[config.mk]
export PLATFORM = sky130hd
export DESIGN_NAME = mem_stage_flat
export DESIGN_NICKNAME = d
export VERILOG_FILES = /design/src/rtl/mem_stage_pkg.sv /design/src/rtl/mem_stage_if.sv /design/src/rtl/mem_stage_load_extract.sv /design/src/rtl/mem_stage.sv /design/src/flat_wrapper.sv
export SDC_FILE = /design/constraint.sdc
export NUM_CORES = 1
export LEC_CHECK = 0
export ABC_CLOCK_PERIOD_IN_PS = 2300
export BUFFER_PORTS_ARGS = -buffer_cell sky130_fd_sc_hd__buf_2
export CAP_MARGIN = 20
export CORE_MARGIN = 5
export CORE_UTILIZATION = 28
export CTS_BUF_LIST = sky130_fd_sc_hd__clkbuf_16
export DETAILED_ROUTE_END_ITERATION = 6
export GPL_ROUTABILITY_DRIVEN = 0
export HOLD_SLACK_MARGIN = 0.1
export SLEW_MARGIN = 25
export SYNTH_ARGS = -nofsm -noshare
export SYNTH_HDL_FRONTEND = slang
export SYNTH_SLANG_ARGS = --single-unit
[constraint.sdc]
create_clock -name CLK -period 2.3 [get_ports CLK]
set_clock_uncertainty 0.2 [all_clocks]
set_input_delay 0.115 -clock CLK [delete_from_list [all_inputs] [get_ports CLK]]
set_output_delay 0.115 -clock CLK [all_outputs]
set_load 0.02 [all_outputs]
[src/rtl/mem_stage_pkg.sv]
// mem_stage_pkg: shared constants and helpers for the memory/write-back stage.
//   - funct3 access-size encodings (F3_*)
//   - FSM state encoding (ST_IDLE, ST_REQ)
//   - byte-strobe base patterns (STRB_*)
//   - is_aligned()   : alignment / legality check of an access
//   - byte_strobe()  : byte-enable pattern for an access at a given offset
package mem_stage_pkg;

    localparam logic [2:0] F3_B  = 3'b000;
    localparam logic [2:0] F3_H  = 3'b001;
    localparam logic [2:0] F3_W  = 3'b010;
    localparam logic [2:0] F3_D  = 3'b011;
    localparam logic [2:0] F3_BU = 3'b100;
    localparam logic [2:0] F3_HU = 3'b101;
    localparam logic [2:0] F3_WU = 3'b110;

    localparam logic [0:0] ST_IDLE = 1'b0;
    localparam logic [0:0] ST_REQ  = 1'b1;

    localparam logic [7:0] STRB_B = 8'h01;
    localparam logic [7:0] STRB_H = 8'h03;
    localparam logic [7:0] STRB_W = 8'h0F;
    localparam logic [7:0] STRB_D = 8'hFF;

    // funct3=111 has no defined size; it is reported as not aligned so the
    // stage rejects it exactly like a misaligned access.
    function automatic logic is_aligned(input logic [2:0] f3, input logic [2:0] off);
        logic ok;
        case (f3)
            F3_B, F3_BU: ok = 1'b1;
            F3_H, F3_HU: ok = (off[0] == 1'b0);
            F3_W, F3_WU: ok = (off[1:0] == 2'b00);
            F3_D:        ok = (off == 3'b000);
            default:     ok = 1'b0;
        endcase
        return ok;
    endfunction

    // Only called for aligned accesses, so the shift never pushes set bits out.
    function automatic logic [7:0] byte_strobe(input logic [2:0] f3, input logic [2:0] off);
        logic [7:0] s;
        case (f3[1:0])
            2'b00:   s = STRB_B << off;
            2'b01:   s = STRB_H << off;
            2'b10:   s = STRB_W << off;
            default: s = STRB_D;
        endcase
        return s;
    endfunction

endpackage

[src/rtl/mem_stage_if.sv]
// mem_stage_if: word-addressed data-memory request/ready bus.
//   mem_req   : request valid (master -> slave)
//   mem_we    : 1 = write
//   mem_addr  : 8-byte aligned word address
//   mem_wdata : store data already shifted to its byte lane
//   mem_wstrb : byte enables
//   mem_ready : request accepted this cycle; mem_rdata valid in the same cycle
//   mem_rdata : read word
interface mem_stage_if #(
    parameter int XLEN = 64
);
    logic            mem_req;
    logic            mem_we;
    logic [XLEN-1:0] mem_addr;
    logic [XLEN-1:0] mem_wdata;
    logic [7:0]      mem_wstrb;
    logic            mem_ready;
    logic [XLEN-1:0] mem_rdata;

    modport master (
        output mem_req,
        output mem_we,
        output mem_addr,
        output mem_wdata,
        output mem_wstrb,
        input  mem_ready,
        input  mem_rdata
    );

    modport slave (
        input  mem_req,
        input  mem_we,
        input  mem_addr,
        input  mem_wdata,
        input  mem_wstrb,
        output mem_ready,
        output mem_rdata
    );
endinterface

[src/rtl/mem_stage_load_extract.sv]
// load_extract: combinational byte-lane extraction for loads.
//   i_rdata  : 64-bit word returned by memory
//   i_off    : byte offset of the access inside the word
//   i_funct3 : access size / signedness
//   o_data   : selected lane, sign-extended for B/H/W, zero-extended for
//              BU/HU/WU/D; 0 for the illegal encoding
module load_extract
    import mem_stage_pkg::*;
(
    input  logic [63:0] i_rdata,
    input  logic [2:0]  i_off,
    input  logic [2:0]  i_funct3,
    output logic [63:0] o_data
);

    logic [63:0] w_shifted;

    assign w_shifted = i_rdata >> {i_off, 3'b000};

    always_comb begin
        o_data = '0;
        case (i_funct3)
            F3_B:    o_data = {{56{w_shifted[7]}},  w_shifted[7:0]};
            F3_H:    o_data = {{48{w_shifted[15]}}, w_shifted[15:0]};
            F3_W:    o_data = {{32{w_shifted[31]}}, w_shifted[31:0]};
            F3_D:    o_data = w_shifted;
            F3_BU:   o_data = {56'd0, w_shifted[7:0]};
            F3_HU:   o_data = {48'd0, w_shifted[15:0]};
            F3_WU:   o_data = {32'd0, w_shifted[31:0]};
            default: o_data = '0;
        endcase
    end

endmodule

[src/rtl/mem_stage.sv]
// mem_stage: memory / write-back pipeline stage.
//   CLK, RST          : clock (rising edge), synchronous active-high reset
//   alu_res           : write-back value, or effective address for memory ops
//   alu_write_back_en : write-back request for non-memory ops
//   rd_i              : destination register
//   load_flag_i       : 1 = load, 0 = store (with mem_en_i)
//   mem_en_i          : memory op present
//   funct3            : access size / signedness
//   store_data        : rs2 value for stores
//   mem               : data-memory bus (master side)
//   stall             : upstream must hold its inputs (combinational)
//   wb_en/wb_rd/wb_data : register-file write port
//   bus_err           : one-cycle pulse on misaligned/illegal access or timeout
// Non-memory ops reach write-back one cycle later. Aligned memory ops are
// latched and issued from REQ until mem_ready or TIMEOUT cycles elapse.
module mem_stage
    import mem_stage_pkg::*;
#(
    parameter int XLEN    = 64,
    parameter int TIMEOUT = 255
) (
    input  logic              CLK,
    input  logic              RST,
    input  logic [XLEN-1:0]   alu_res,
    input  logic              alu_write_back_en,
    input  logic [4:0]        rd_i,
    input  logic              load_flag_i,
    input  logic              mem_en_i,
    input  logic [2:0]        funct3,
    input  logic [XLEN-1:0]   store_data,
    mem_stage_if.master       mem,
    output logic              stall,
    output logic              wb_en,
    output logic [4:0]        wb_rd,
    output logic [XLEN-1:0]   wb_data,
    output logic              bus_err
);

    // The counter only needs to reach TIMEOUT-1: that is the last REQ cycle.
    localparam int CNT_W = (TIMEOUT > 1) ? $clog2(TIMEOUT) : 1;
    localparam logic [CNT_W-1:0] CNT_LAST = CNT_W'(TIMEOUT - 1);

    logic [0:0]      r_state;
    logic [CNT_W-1:0] r_cnt;
    logic            r_we;
    logic            r_load;
    logic [XLEN-1:0] r_addr;
    logic [XLEN-1:0] r_wdata;
    logic [7:0]      r_wstrb;
    logic [4:0]      r_rd;
    logic [2:0]      r_f3;
    logic [2:0]      r_off;
    logic            r_wb_en;
    logic [4:0]      r_wb_rd;
    logic [XLEN-1:0] r_wb_data;
    logic            r_bus_err;

    logic [2:0]      w_off;
    logic            w_aligned;
    logic            w_idle;
    logic            w_in_req;
    logic            w_issue;
    logic            w_timeout;
    logic [63:0]     w_ext;

    assign w_off     = alu_res[2:0];
    assign w_aligned = is_aligned(funct3, w_off);
    assign w_idle    = (r_state == ST_IDLE);
    assign w_in_req  = (r_state == ST_REQ);
    assign w_issue   = w_idle && mem_en_i && w_aligned;
    // mem_ready wins over timeout on the last REQ cycle.
    assign w_timeout = w_in_req && !mem.mem_ready && (r_cnt == CNT_LAST);

    load_extract u_load_extract (
        .i_rdata  (mem.mem_rdata),
        .i_off    (r_off),
        .i_funct3 (r_f3),
        .o_data   (w_ext)
    );

    // A rejected access does not stall: it retires at once as a bus error.
    assign stall = w_issue || (w_in_req && !mem.mem_ready && !w_timeout);

    always_ff @(posedge CLK) begin
        if (RST) begin
            r_state   <= ST_IDLE;
            r_cnt     <= '0;
            r_we      <= 1'b0;
            r_load    <= 1'b0;
            r_addr    <= '0;
            r_wdata   <= '0;
            r_wstrb   <= '0;
            r_rd      <= '0;
            r_f3      <= '0;
            r_off     <= '0;
            r_wb_en   <= 1'b0;
            r_wb_rd   <= '0;
            r_wb_data <= '0;
            r_bus_err <= 1'b0;
        end else begin
            r_wb_en   <= 1'b0;
            r_bus_err <= 1'b0;
            case (r_state)
                ST_IDLE: begin
                    if (!mem_en_i) begin
                        r_wb_en   <= alu_write_back_en;
                        r_wb_rd   <= rd_i;
                        r_wb_data <= alu_res;
                    end else if (w_aligned) begin
                        r_state <= ST_REQ;
                        r_cnt   <= '0;
                        r_we    <= !load_flag_i;
                        r_load  <= load_flag_i;
                        r_addr  <= {alu_res[XLEN-1:3], 3'b000};
                        r_wdata <= store_data << {w_off, 3'b000};
                        r_wstrb <= byte_strobe(funct3, w_off);
                        r_rd    <= rd_i;
                        r_f3    <= funct3;
                        r_off   <= w_off;
                    end else begin
                        r_bus_err <= 1'b1;
                    end
                end
                default: begin
                    if (mem.mem_ready) begin
                        r_state <= ST_IDLE;
                        if (r_load) begin
                            r_wb_en   <= 1'b1;
                            r_wb_rd   <= r_rd;
                            r_wb_data <= w_ext;
                        end
                    end else if (w_timeout) begin
                        r_state   <= ST_IDLE;
                        r_bus_err <= 1'b1;
                    end else begin
                        r_cnt <= r_cnt + 1'b1;
                    end
                end
            endcase
        end
    end

    // Request fields come straight from the latch, so they stay stable for
    // the whole REQ phase regardless of what upstream presents.
    assign mem.mem_req   = w_in_req;
    assign mem.mem_we    = r_we;
    assign mem.mem_addr  = r_addr;
    assign mem.mem_wdata = r_wdata;
    assign mem.mem_wstrb = r_wstrb;

    assign wb_en   = r_wb_en;
    assign wb_rd   = r_wb_rd;
    assign wb_data = r_wb_data;
    assign bus_err = r_bus_err;

endmodule

[src/flat_wrapper.sv]
// flat-port wrapper written by rule: the top's interface ports become plain ports
module mem_stage_flat import mem_stage_pkg::*;
#(
    parameter int XLEN    = 64,
    parameter int TIMEOUT = 255
)
  (CLK, RST, alu_res, alu_write_back_en, rd_i, load_flag_i, mem_en_i, funct3, store_data, stall, wb_en, wb_rd, wb_data, bus_err, mem_mem_req, mem_mem_we, mem_mem_addr, mem_mem_wdata, mem_mem_wstrb, mem_mem_ready, mem_mem_rdata);
  mem_stage_if #(.XLEN(XLEN)) mem_i ();
  input  logic CLK;
  input  logic RST;
  input  logic [XLEN-1:0] alu_res;
  input  logic alu_write_back_en;
  input  logic [4:0] rd_i;
  input  logic load_flag_i;
  input  logic mem_en_i;
  input  logic [2:0] funct3;
  input  logic [XLEN-1:0] store_data;
  output logic stall;
  output logic wb_en;
  output logic [4:0] wb_rd;
  output logic [XLEN-1:0] wb_data;
  output logic bus_err;
  output wire logic [$bits(mem_i.mem_req)-1:0] mem_mem_req;
  output wire logic [$bits(mem_i.mem_we)-1:0] mem_mem_we;
  output wire logic [$bits(mem_i.mem_addr)-1:0] mem_mem_addr;
  output wire logic [$bits(mem_i.mem_wdata)-1:0] mem_mem_wdata;
  output wire logic [$bits(mem_i.mem_wstrb)-1:0] mem_mem_wstrb;
  input wire logic [$bits(mem_i.mem_ready)-1:0] mem_mem_ready;
  input wire logic [$bits(mem_i.mem_rdata)-1:0] mem_mem_rdata;
  assign mem_mem_req = mem_i.mem_req;
  assign mem_mem_we = mem_i.mem_we;
  assign mem_mem_addr = mem_i.mem_addr;
  assign mem_mem_wdata = mem_i.mem_wdata;
  assign mem_mem_wstrb = mem_i.mem_wstrb;
  assign mem_i.mem_ready = mem_mem_ready;
  assign mem_i.mem_rdata = mem_mem_rdata;
  mem_stage #(.XLEN(XLEN), .TIMEOUT(TIMEOUT)) u_core (.CLK(CLK), .RST(RST), .alu_res(alu_res), .alu_write_back_en(alu_write_back_en), .rd_i(rd_i), .load_flag_i(load_flag_i), .mem_en_i(mem_en_i), .funct3(funct3), .store_data(store_data), .mem(mem_i), .stall(stall), .wb_en(wb_en), .wb_rd(wb_rd), .wb_data(wb_data), .bus_err(bus_err));
endmodule
==> qor.yml, run 1 <==
hold_start: "funct3[0]"
cp_max_fo: 16
grt_use_met3_pct: 5.82
die_w_um: 221
path_clk_slew_ps: 60
relSlewSlack_pct: 40.9
rows: 77
status: "complete, but fails checks"
synthTopCellsByCount: "nand2_1 (240), dfxtp_1 (226), a21oi_1 (188)"
syn_area_um2: 12500
vias_per_cell: 5.35
rsz0062_at_grt: "yes"
crit_path_frequent_cell: "dlygate4sd3_1"
grt_pass1_wl_mm: 86.9
wire_per_inst_um: 21.4
ios: 416
path_buf_inv: 4
first_pass_iters: 5
final_area_um2: 19400
critPathLaunchType: "input port"
drv_cap: 0
grt_max_degree: 168
busiest_layer: "met2"
synthToLayoutAreaGrowth_pct: 55.0
worst_pin_slew_ps: 884
grtUsageMet2_pct: 37.6
power_density_nw_per_um2: 622
synth_edf_count: 0
cts_root_buf: "clkbuf_16"
die_h_um: 221
io_buffers: 412
cts_buffer_depth: 3
synth_flop_cell: "dfxtp_1"
clock_sinks: 226
grt_use_total_pct: 22.1
start_util_pct: 28.2
dp_hpwl_mm: 41.0
reg2reg_from: "u_core.r_off[0]"
yosysSeqAreaShare_pct: 36.2
finalHoldViolCount: 0
vias: 14500
report.final.slew_viol_count: 0
cp_slowest_stage_delay_ps: 600
hold_slack_ps: 63.0
min_path_type: "in2reg"
critPathKind: "in2reg"
violations: "setup timing"
crit_slowest_cell: "dlygate4sd3_1"
htree_levels: 1
timing.rr.end: "u_core.wb_data[6]"
setup_slack_ps: -9.65
ys_top_cells_by_area: "dfxtp_1 (36%), mux4_2 (11%), a21oi_1 (7.5%)"
cp_top_family: "buffers and inverters"
yosysTopAreaCell: "dfxtp_1"
hold-path-endpoint: "u_core.bus_err"
post-route-period-util_pct: 100
ys_ff_latch: 226
setup_viol: 1
rrSetupSlack_ps: 30
syn_avg_cell_area_um2: 8.69
arrival_ps: 2570
fin_nets: 2315
yosysMostFrequentCell: "nand2_1"
hold_depth: 6
rr_worst_depth: 6
synth_top_area_share_pct: 36.2
yosysWarningCount: 0
synthArstFlopShare_pct: 0
leakagePower_nw: 8.12
required_ps: 2570
cp_cell_sequence: "buf_2 > dlygate4sd3_1 > buf_4 > nor2_1 > a221oi_1 > dlygate4sd3_1 > nor3_1"
finalWirelength_mm: 58.2
synthCells: 1438
cts_buffers: 29
first_iter_violations: 1360
met1_usage_pct: 26.4
grt_overflow: 0
placed_area_um2: 15400
coreArea_um2: 44200
cp-end-kind: "register"
drive_above_1_share_pct: 31.4
min_period_ps: 2310
clk_latency_ps: 570
fmax_mhz: 433
peakVddDrop_mv: 0.418
synth_cell_types: 58
tritoncts: "built"
drc: 0
dieArea_um2: 48900
grt_pass1_vias: 14500
antenna_found_initial: 5
ant_nets: 0
per-layer routing:
layer,vias up,wire length [um],part of all wire (%)
met5,-,7,0.012
met4,2,2660,4.6
met3,155,5450,9.4
met2,816,27800,48
met1,6967,22300,38
li1,6608,-,-
stage by stage:
stage | worst slack, ps | utilization [%] | setup TNS, ps | total power [mW] | std cells
6_report | -9.65 | 43.8 | -9.65 | 12.0 | 2720
5_1_grt | -7.17 | 43.8 | -11.7 | 12.5 | 2718
4_1_cts | 5.78 | 43.3 | 0 | 12.0 | 2706
3_5_place_dp | 21.7 | 34.9 | 0 | 6.98 | 2378
3_3_place_gp | 33.3 | 34.9 | 0 | 6.94 | 2378
2_1_floorplan | 233 | - | 0 | 5.91 | 1440
logic make-up after synthesis:
logic type	share of synthesized area, %
AO/OA/AOI/OAI	22.0
XOR/XNOR	0.421
adder cells (fa/ha/maj)	0.701
buffers and inverters	5.81
flip-flops	36.2
multiplexers	18.8
other	0.0300
AND/OR/NAND/NOR	16.1
report_power, final:
group	switching, mW	internal (mW)	leakage [nW]
combinational	1.72	1.36	5.79
sequential	0.149	4.16	1.85
clock	1.89	2.76	0.483
total	3.77	8.28	8.12
flip-flops by register name (all words and copies together), names as in the netlist:
name	cells
u_core.bus_err	1
u_core.mem.mem_addr	61
u_core.mem.mem_req	1
u_core.mem.mem_wdata	64
u_core.mem.mem_we	1
u_core.mem.mem_wstrb	8
u_core.r_cnt	8
u_core.r_f3	3
u_core.r_load	1
u_core.r_off	3
u_core.r_rd	5
u_core.wb_data	64
u_core.wb_en	1
u_core.wb_rd	5
repair_timing:
action                                  4_1_cts  5_1_grt
gates resized for setup                       1       15
endpoints found under the hold margin       226        1
pin swaps                                     0        1
hold buffers                                275        2
gates cloned                                  0        3
endpoints found under the setup margin        1       84
buffers inserted                              0        6
cell usage in the layout, fill, tap and decap left out, types with 7 or more instances in the layout:
cell type and instances:
mux2_2 30, mux4_2 62, inv_1 16, buf_4 64, dlygate4sd3_1 276, nor2_1 101, dfxtp_1 222, o22ai_1 7
or3_1 9, o21ai_0 38, a21oi_1 188, nor2b_1 21, a221oi_1 18, nand3_1 27, o221ai_1 46, clkbuf_16 32
and3_1 7, o211ai_1 13, buf_2 410, buf_12 15, nand2_1 239, nor3_1 34, mux2i_1 59, a311oi_1 9
a211oi_1 21, a31oi_1 17, o21a_1 30
worst reg2reg max path, cell delays in order, from the launching register on:
cell,delay (ps)
dfxtp_4,450
buf_12,250
mux4_2,600
mux2i_1,320
o221ai_1,150
o21ai_0,110
nor2_1,60
worst max path at each step:
stage / endpoint / start / cells after the start / slack (ps)
after floorplan: u_core.wb_data[18] / u_core.r_off[0] / 6 / 230
after global placement: u_core.wb_data[23] / u_core.r_f3[0] / 7 / 30
after detailed placement: u_core.wb_data[2] / u_core.r_off[0] / 6 / 20
after CTS: u_core.wb_data[2] / u_core.r_off[0] / 6 / 6
after global routing: u_core.wb_data[3] / u_core.r_off[0] / 6 / -7
final: u_core.mem.mem_wdata[40] / alu_res[2] / 7 / -10
area by class of cell:
cell class	count	area (um^2)
fillers	4224	24900
multi-input cells	1058	7340
repair buffers	772	5720
flip-flops and latches	226	4530
well taps	592	741
clock buffers	29	726
clock inverters	24	239
inverters	15	56.3
diodes	4	10.0
Power figures use the tool's default switching activity.
==> run 2: changes to the inputs <==
--- a/config.mk
+++ b/config.mk
@@ -6,12 +6,12 @@
 export NUM_CORES = 1
 export LEC_CHECK = 0
 export ABC_CLOCK_PERIOD_IN_PS = 2300
-export BUFFER_PORTS_ARGS = -buffer_cell sky130_fd_sc_hd__buf_2
 export CAP_MARGIN = 20
 export CORE_MARGIN = 5
 export CORE_UTILIZATION = 28
 export CTS_BUF_LIST = sky130_fd_sc_hd__clkbuf_16
 export DETAILED_ROUTE_END_ITERATION = 6
+export DONT_BUFFER_PORTS = 1
 export GPL_ROUTABILITY_DRIVEN = 0
 export HOLD_SLACK_MARGIN = 0.1
 export SLEW_MARGIN = 25
==> run 2 against run 1 <==
The run ends with DRC, hold timing left. Sequential cell count did not move. Total power fell by 8.4%. Clock-buffer cell count fell by 1. Wire length fell by 3.4%. Sequential share of layout area rose by 3.6 points. Critical path depth fell by 1. Setup slack improved by 28 ps. Critical path type is now reg2reg. First-iteration DRC count rose by 8.2%. Non-clock buffer count fell by 454. Sequential power rose by 8.8%. Via count fell by 11%. Combinational power fell by 33%.
==> qor.yml, run 2 (same netlist as run 1, synthesis figures left out) <==
finalHoldViolCount: 60  # +60
cp.depth: 6  # -1
hold_slack_ps: -541  # -604 ps
fin_nets: 1860  # -20%
drive_above_1_share_pct: 14.0  # -17 points
synthToLayoutAreaGrowth_pct: 34.3
status: "complete, but fails checks"
endpoint: "u_core.mem.mem_addr[54]"
arrival_ps: 2600  # +30 ps
cts_buffers: 28  # -3.4%
critPathLaunchType: "register"
min_path_type: "in2reg"
setup_viol: 0  # -1
seqCellArea_um2: 4530  # unchanged
rrSetupSlack_ps: 20  # about the same
die_w_um: 221  # unchanged
violations: "DRC, hold timing"
dieArea_um2: 48900  # unchanged
vias_per_cell: 5.71  # +6.8%
path_buf_inv: 2  # -2
grt_pass1_wl_mm: 79.8  # -8.2%
fill_cells: 4364  # +3.3%
final_area_um2: 16800  # -13%
mostFrequentLayoutCells: "dlygate4sd3_1 (246), nand2_1 (239), dfxtp_1 (222), a21oi_1 (188), nor2_1 (101)"
worst_pin_slew_ps: 667  # -216 ps
power_mw: 11.0  # -8.4%
clk_latency_ps: 580  # about the same
placed_area_um2: 13300  # -14%
leakagePower_nw: 6.11  # -25%
tritoncts: "built"
timing.rr.end: "u_core.mem.mem_addr[54]"
startpoint: "u_core.mem.mem_req"
io_buffers: 0  # -100%
post-route-period-util_pct: 99.2  # -1.2 points
cp_top_family: "buffers and inverters"
drc: 2  # +2
cp_slowest_stage_delay_ps: 620  # +20 ps
pre_cts_ws_ps: -11.1  # -32.8 ps
cp_max_fo: 62  # +46
dp_hpwl_mm: 38.9  # -5.0%
report.final.slew_viol_count: 0  # unchanged
reg2reg_from: "u_core.mem.mem_req"
grt_overflow: 0  # unchanged
grt_max_degree: 169  # +0.60%
min_period_ps: 2280  # -27.9 ps
wire_per_inst_um: 24.8  # +16%
grt_pass1_vias: 11900  # -18%
critPathKind: "reg2reg"
rows: 77  # unchanged
htree_levels: 1  # unchanged
grt_use_total_pct: 20.7  # -1.4 points
crit_slowest_cell: "dlygate4sd3_1"
layout_commonest_cell: "dlygate4sd3_1"
setup_slack_ps: 18.2  # +27.9 ps
antenna_found_initial: 14  # +9
cts_root_buf: "clkbuf_16"
power_density_nw_per_um2: 658  # +5.7%
cp-end-kind: "register"
fmax_mhz: 438  # +1.2%
coreArea_um2: 44200  # unchanged
cts_buffer_depth: 3  # unchanged
required_ps: 2620  # +50 ps
clock_sinks: 226  # unchanged
finalWirelength_mm: 56.2  # -3.4%
first_pass_iters: 7  # +2
die_h_um: 221  # unchanged
drv_cap: 0  # unchanged
ios: 416  # unchanged
ant_nets: 0  # unchanged
multi_input_area_um2: 7330  # about the same
path_clk_slew_ps: 60  # about the same
start_util_pct: 28.2  # unchanged
cp_cell_sequence: "nor2b_4 > o21a_4 > buf_12 > nand2_1 > a21oi_1 > dlygate4sd3_1"
vias: 12900  # -11%
first_iter_violations: 1472  # +8.2%
rr_worst_depth: 6  # unchanged
relSlewSlack_pct: 55.3  # +14 points
peakVddDrop_mv: 0.501  # +20%
-- run 2: how the worst min path moves through the flow --
stage | start | end | slack [ps] | cells past startpoint
CTS | RST | u_core.r_load | -610 | 1
detailed placement | RST | u_core.r_load | 4 | 1
floorplan | load_flag_i | u_core.mem.mem_we | 5 | 1
finish | RST | u_core.mem.mem_wstrb[6] | -540 | 1
global route | RST | u_core.mem.mem_wstrb[7] | -580 | 1
global placement | RST | u_core.mem.mem_req | 0.3 | 1
-- run 2: metrics by stage --
step                      setup TNS (ps)  cells  hold WS, ps  utilization, %
after detailed placement           -11.1   1959         4.26            30.1
after global routing                -575   2261         -582            37.9
after CTS                              0   2146         -607            35.2
after floorplan                        0   1440         4.98               -
after global placement                 0   1959        0.303            30.1
final                                  0   2267         -541            37.9
-- run 2: worst reg2reg max path: stages (launching register included) --
cell           delay [ps]
dfxtp_2               400
nor2b_4               190
o21a_4                220
buf_12                280
nand2_1               150
a21oi_1               180
dlygate4sd3_1         620
-- run 2: repair_timing --
item	in CTS	in global routing
hold endpoints to repair	226	167
setup endpoints to repair	2	46
hold buffers	138	109
buffers inserted	0	2
resized for setup	2	13
pin swaps	0	1
cloned	0	1
-- run 2: power by group --
part | internal (mW) | leakage (nW) | switching [mW]
logic | 1.00 | 3.82 | 1.05
clock network | 2.43 | 0.434 | 1.85
registers | 4.16 | 1.85 | 0.531
total | 7.60 | 6.11 | 3.44
-- run 2: layout make-up --
| type | count | share of cell area (%) |
|---|---|---|
| Sequential cell | 226 | 27.0 |
| Tap cell | 592 | 4.41 |
| Inverter | 15 | 0.336 |
| Clock buffer | 28 | 4.18 |
| Timing Repair Buffer | 318 | 19.2 |
| Multi-Input combinational cell | 1058 | 43.7 |
| Antenna cell | 9 | 0.134 |
| Clock inverter | 21 | 1.02 |
-- run 2: per-layer routing --
metal	track usage (%)	vias up	routed length [um]	part of all wire [%]
li1	-	5721	-	-
met1	24.0	6208	20400	36
met2	35.0	849	26900	48
met3	8.39	159	6730	12
met4	6.60	12	2170	3.9
met5	0	-	74	0.13
==> run 3: changes to the inputs <==
--- a/config.mk
+++ b/config.mk
@@ -9,12 +9,12 @@
 export CAP_MARGIN = 20
 export CORE_MARGIN = 5
 export CORE_UTILIZATION = 28
-export CTS_BUF_LIST = sky130_fd_sc_hd__clkbuf_16
+export CTS_BUF_LIST = sky130_fd_sc_hd__clkbuf_2
 export DETAILED_ROUTE_END_ITERATION = 6
 export DONT_BUFFER_PORTS = 1
 export GPL_ROUTABILITY_DRIVEN = 0
 export HOLD_SLACK_MARGIN = 0.1
-export SLEW_MARGIN = 25
+export SLEW_MARGIN = 15
 export SYNTH_ARGS = -nofsm -noshare
 export SYNTH_HDL_FRONTEND = slang
 export SYNTH_SLANG_ARGS = --single-unit
==> run 3 against run 2 <==
Wire length is 3.0% higher. Die area unchanged. Setup slack got worse by 15 ps. Largest cell class unchanged. Non-clock buffer count grew 49. Via count increased by 4.8%. Critical endpoint is now u_core.wb_data[39]. The flow finishes with violations (hold timing).
==> qor.yml, run 3 (same netlist as run 1, synthesis figures left out) <==
combinationalPowerShare_pct: 21.1  # +2.5 points
pre_cts_ws_ps: -11.1  # unchanged
cts_root_buf: "clkbuf_2"
swShare_pct: 34.7  # +3.5 points
antenna_found_initial: 13  # -1
clock_sinks: 226  # unchanged
arrival_ps: 2980  # +380 ps
dp_hpwl_mm: 38.9  # unchanged
io_buffers: 0  # unchanged
first_iter_violations: 1436  # -2.4%
min_path_type: "in2reg"
setup_viol: 0  # unchanged
ant_nets: 0  # unchanged
htree_levels: 3  # +2
die_h_um: 221  # unchanged
grt_max_degree: 169  # unchanged
ios: 416  # unchanged
clock_power_share_pct: 34.3  # -4.5 points
start_util_pct: 28.2  # unchanged
status: "complete, but fails checks"
finalHoldViolCount: 167  # +180%
cp_top_family: "buffers and inverters"
fin_nets: 1947  # +4.7%
drc: 0  # -2
grt_pass1_vias: 13200  # +11%
power_density_nw_per_um2: 612  # -7.0%
crit_slowest_cell: "dlygate4sd3_1"
critPathKind: "reg2reg"
rrSetupSlack_ps: 3  # -20 ps
path_buf_inv: 1  # -1
rows: 77  # unchanged
vias: 13600  # +4.8%
layout_commonest_cell: "dlygate4sd3_1"
cts_buffer_depth: 3  # unchanged
cts_buffers: 66  # +140%
tritoncts: "built"
grt_pass1_wl_mm: 84.9  # +6.3%
worst_pin_slew_ps: 618  # -49.2 ps
path_clk_slew_ps: 170  # +110 ps
drive_above_1_share_pct: 18.4  # +4.4 points
cp_cell_sequence: "mux2_2 > dlygate4sd3_1 > or2_2 > a31oi_2 > a31oi_1"
p_seq_share_pct: 44.6  # +2.1 points
vias_per_cell: 5.69  # -0.45%
peakVddDrop_mv: 0.384  # -23%
leakagePower_nw: 6.14  # +0.61%
min_period_ps: 2300  # +15.3 ps
wire_per_inst_um: 24.3  # -2.1%
required_ps: 2980  # +360 ps
cp_max_fo: 7  # -89%
rsz0062_at_grt: "yes"
die_w_um: 221  # unchanged
first_pass_iters: 6  # -1
cp_slowest_stage_delay_ps: 580  # -40 ps
mostFrequentLayoutCells: "dlygate4sd3_1 (275), nand2_1 (238), dfxtp_1 (216), a21oi_1 (188), nor2_1 (101)"
dieArea_um2: 48900  # unchanged
drv_cap: 0  # unchanged
setup_slack_ps: 2.93  # -15.3 ps
coreArea_um2: 44200  # unchanged
report.final.slew_viol_count: 0  # unchanged
grt_use_total_pct: 22.1  # +1.4 points
final_area_um2: 17200  # +2.3%
relSlewSlack_pct: 58.6  # +3.3 points
critPathLaunchType: "register"
grt_overflow: 0  # unchanged
finalWirelength_mm: 57.9  # +3.0%
post-route-period-util_pct: 99.9  # +0.66 points
clk_latency_ps: 1020  # +440 ps
placed_area_um2: 13300  # unchanged
synthToLayoutAreaGrowth_pct: 37.4
violations: "hold timing"
final.setup.tns_ps: 0  # unchanged
fmax_mhz: 435  # -0.66%
cp-end-kind: "register"
hold_slack_ps: -1020  # -475 ps
p_int_mw: 6.86  # -9.7%
p_switching_mw: 3.64  # +5.9%
==> run 3: cell type report <==
type	count	area, um^2
sequential	226	4550
tap	592	741
timing repair buffer	367	3710
antenna	11	27.5
fill	4268	27100
clock inverter	28	240
clock buffer	89	445
inverter	15	58.8
multi-input combinational	1058	7400
==> run 3: layer usage <==
layer  vias to the layer above  global-route usage, %  share of wire [%]
met2                       926                   36.3                 47
met4                        12                   10.0                4.8
met3                       211                   9.59                 12
li1                       5919                      -                  -
met5                         -                      0               0.14
met1                      6500                   24.8                 36
==> run 3: worst paths after layout <==
check | from | to | depth (start not counted)
worst max-delay path | u_core.r_off[1] | u_core.wb_data[39] | 5
worst min-delay path | RST | u_core.wb_data[6] | 1
worst max register to register | u_core.r_off[1] | u_core.wb_data[39] | 5
worst min register to register | u_core.r_rd[0] | u_core.r_rd[0] | 2
==> run 3: power groups by stage <==
stage                     Sequential (mW)  Clock [mW]  Combinational (mW)
after floorplan                      4.65           0                1.26
after global routing                 4.70        3.95                2.37
after global placement               4.78           0                1.54
after CTS                            4.68        3.72                2.06
after detailed placement             4.78           0                1.57
final                                4.68        3.60                2.22
==> run 3: what timing repair did <==
item                                   CTS  global route
hold buffers                           258            22
resized for setup                       24            17
gates cloned                             0             1
setup endpoints to repair               10            26
setup buffers                            7            11
pin swaps                                5             3
endpoints found under the hold margin  226           167
==> run 3: metrics by stage <==
stage | total power, mW | util, % | std cells
floorplan | 5.91 | - | 1440
global placement | 6.32 | 30.1 | 1959
detailed placement | 6.35 | 30.1 | 1959
CTS | 10.5 | 37.9 | 2341
global route | 11.0 | 38.8 | 2384
finish | 10.5 | 38.8 | 2386
==> run 3: worst reg2reg max path: stages (launching register included) <==
cell and delay (ps):
dfxtp_4 410, mux2_2 390, dlygate4sd3_1 580, or2_2 290
a31oi_2 190, a31oi_1 90
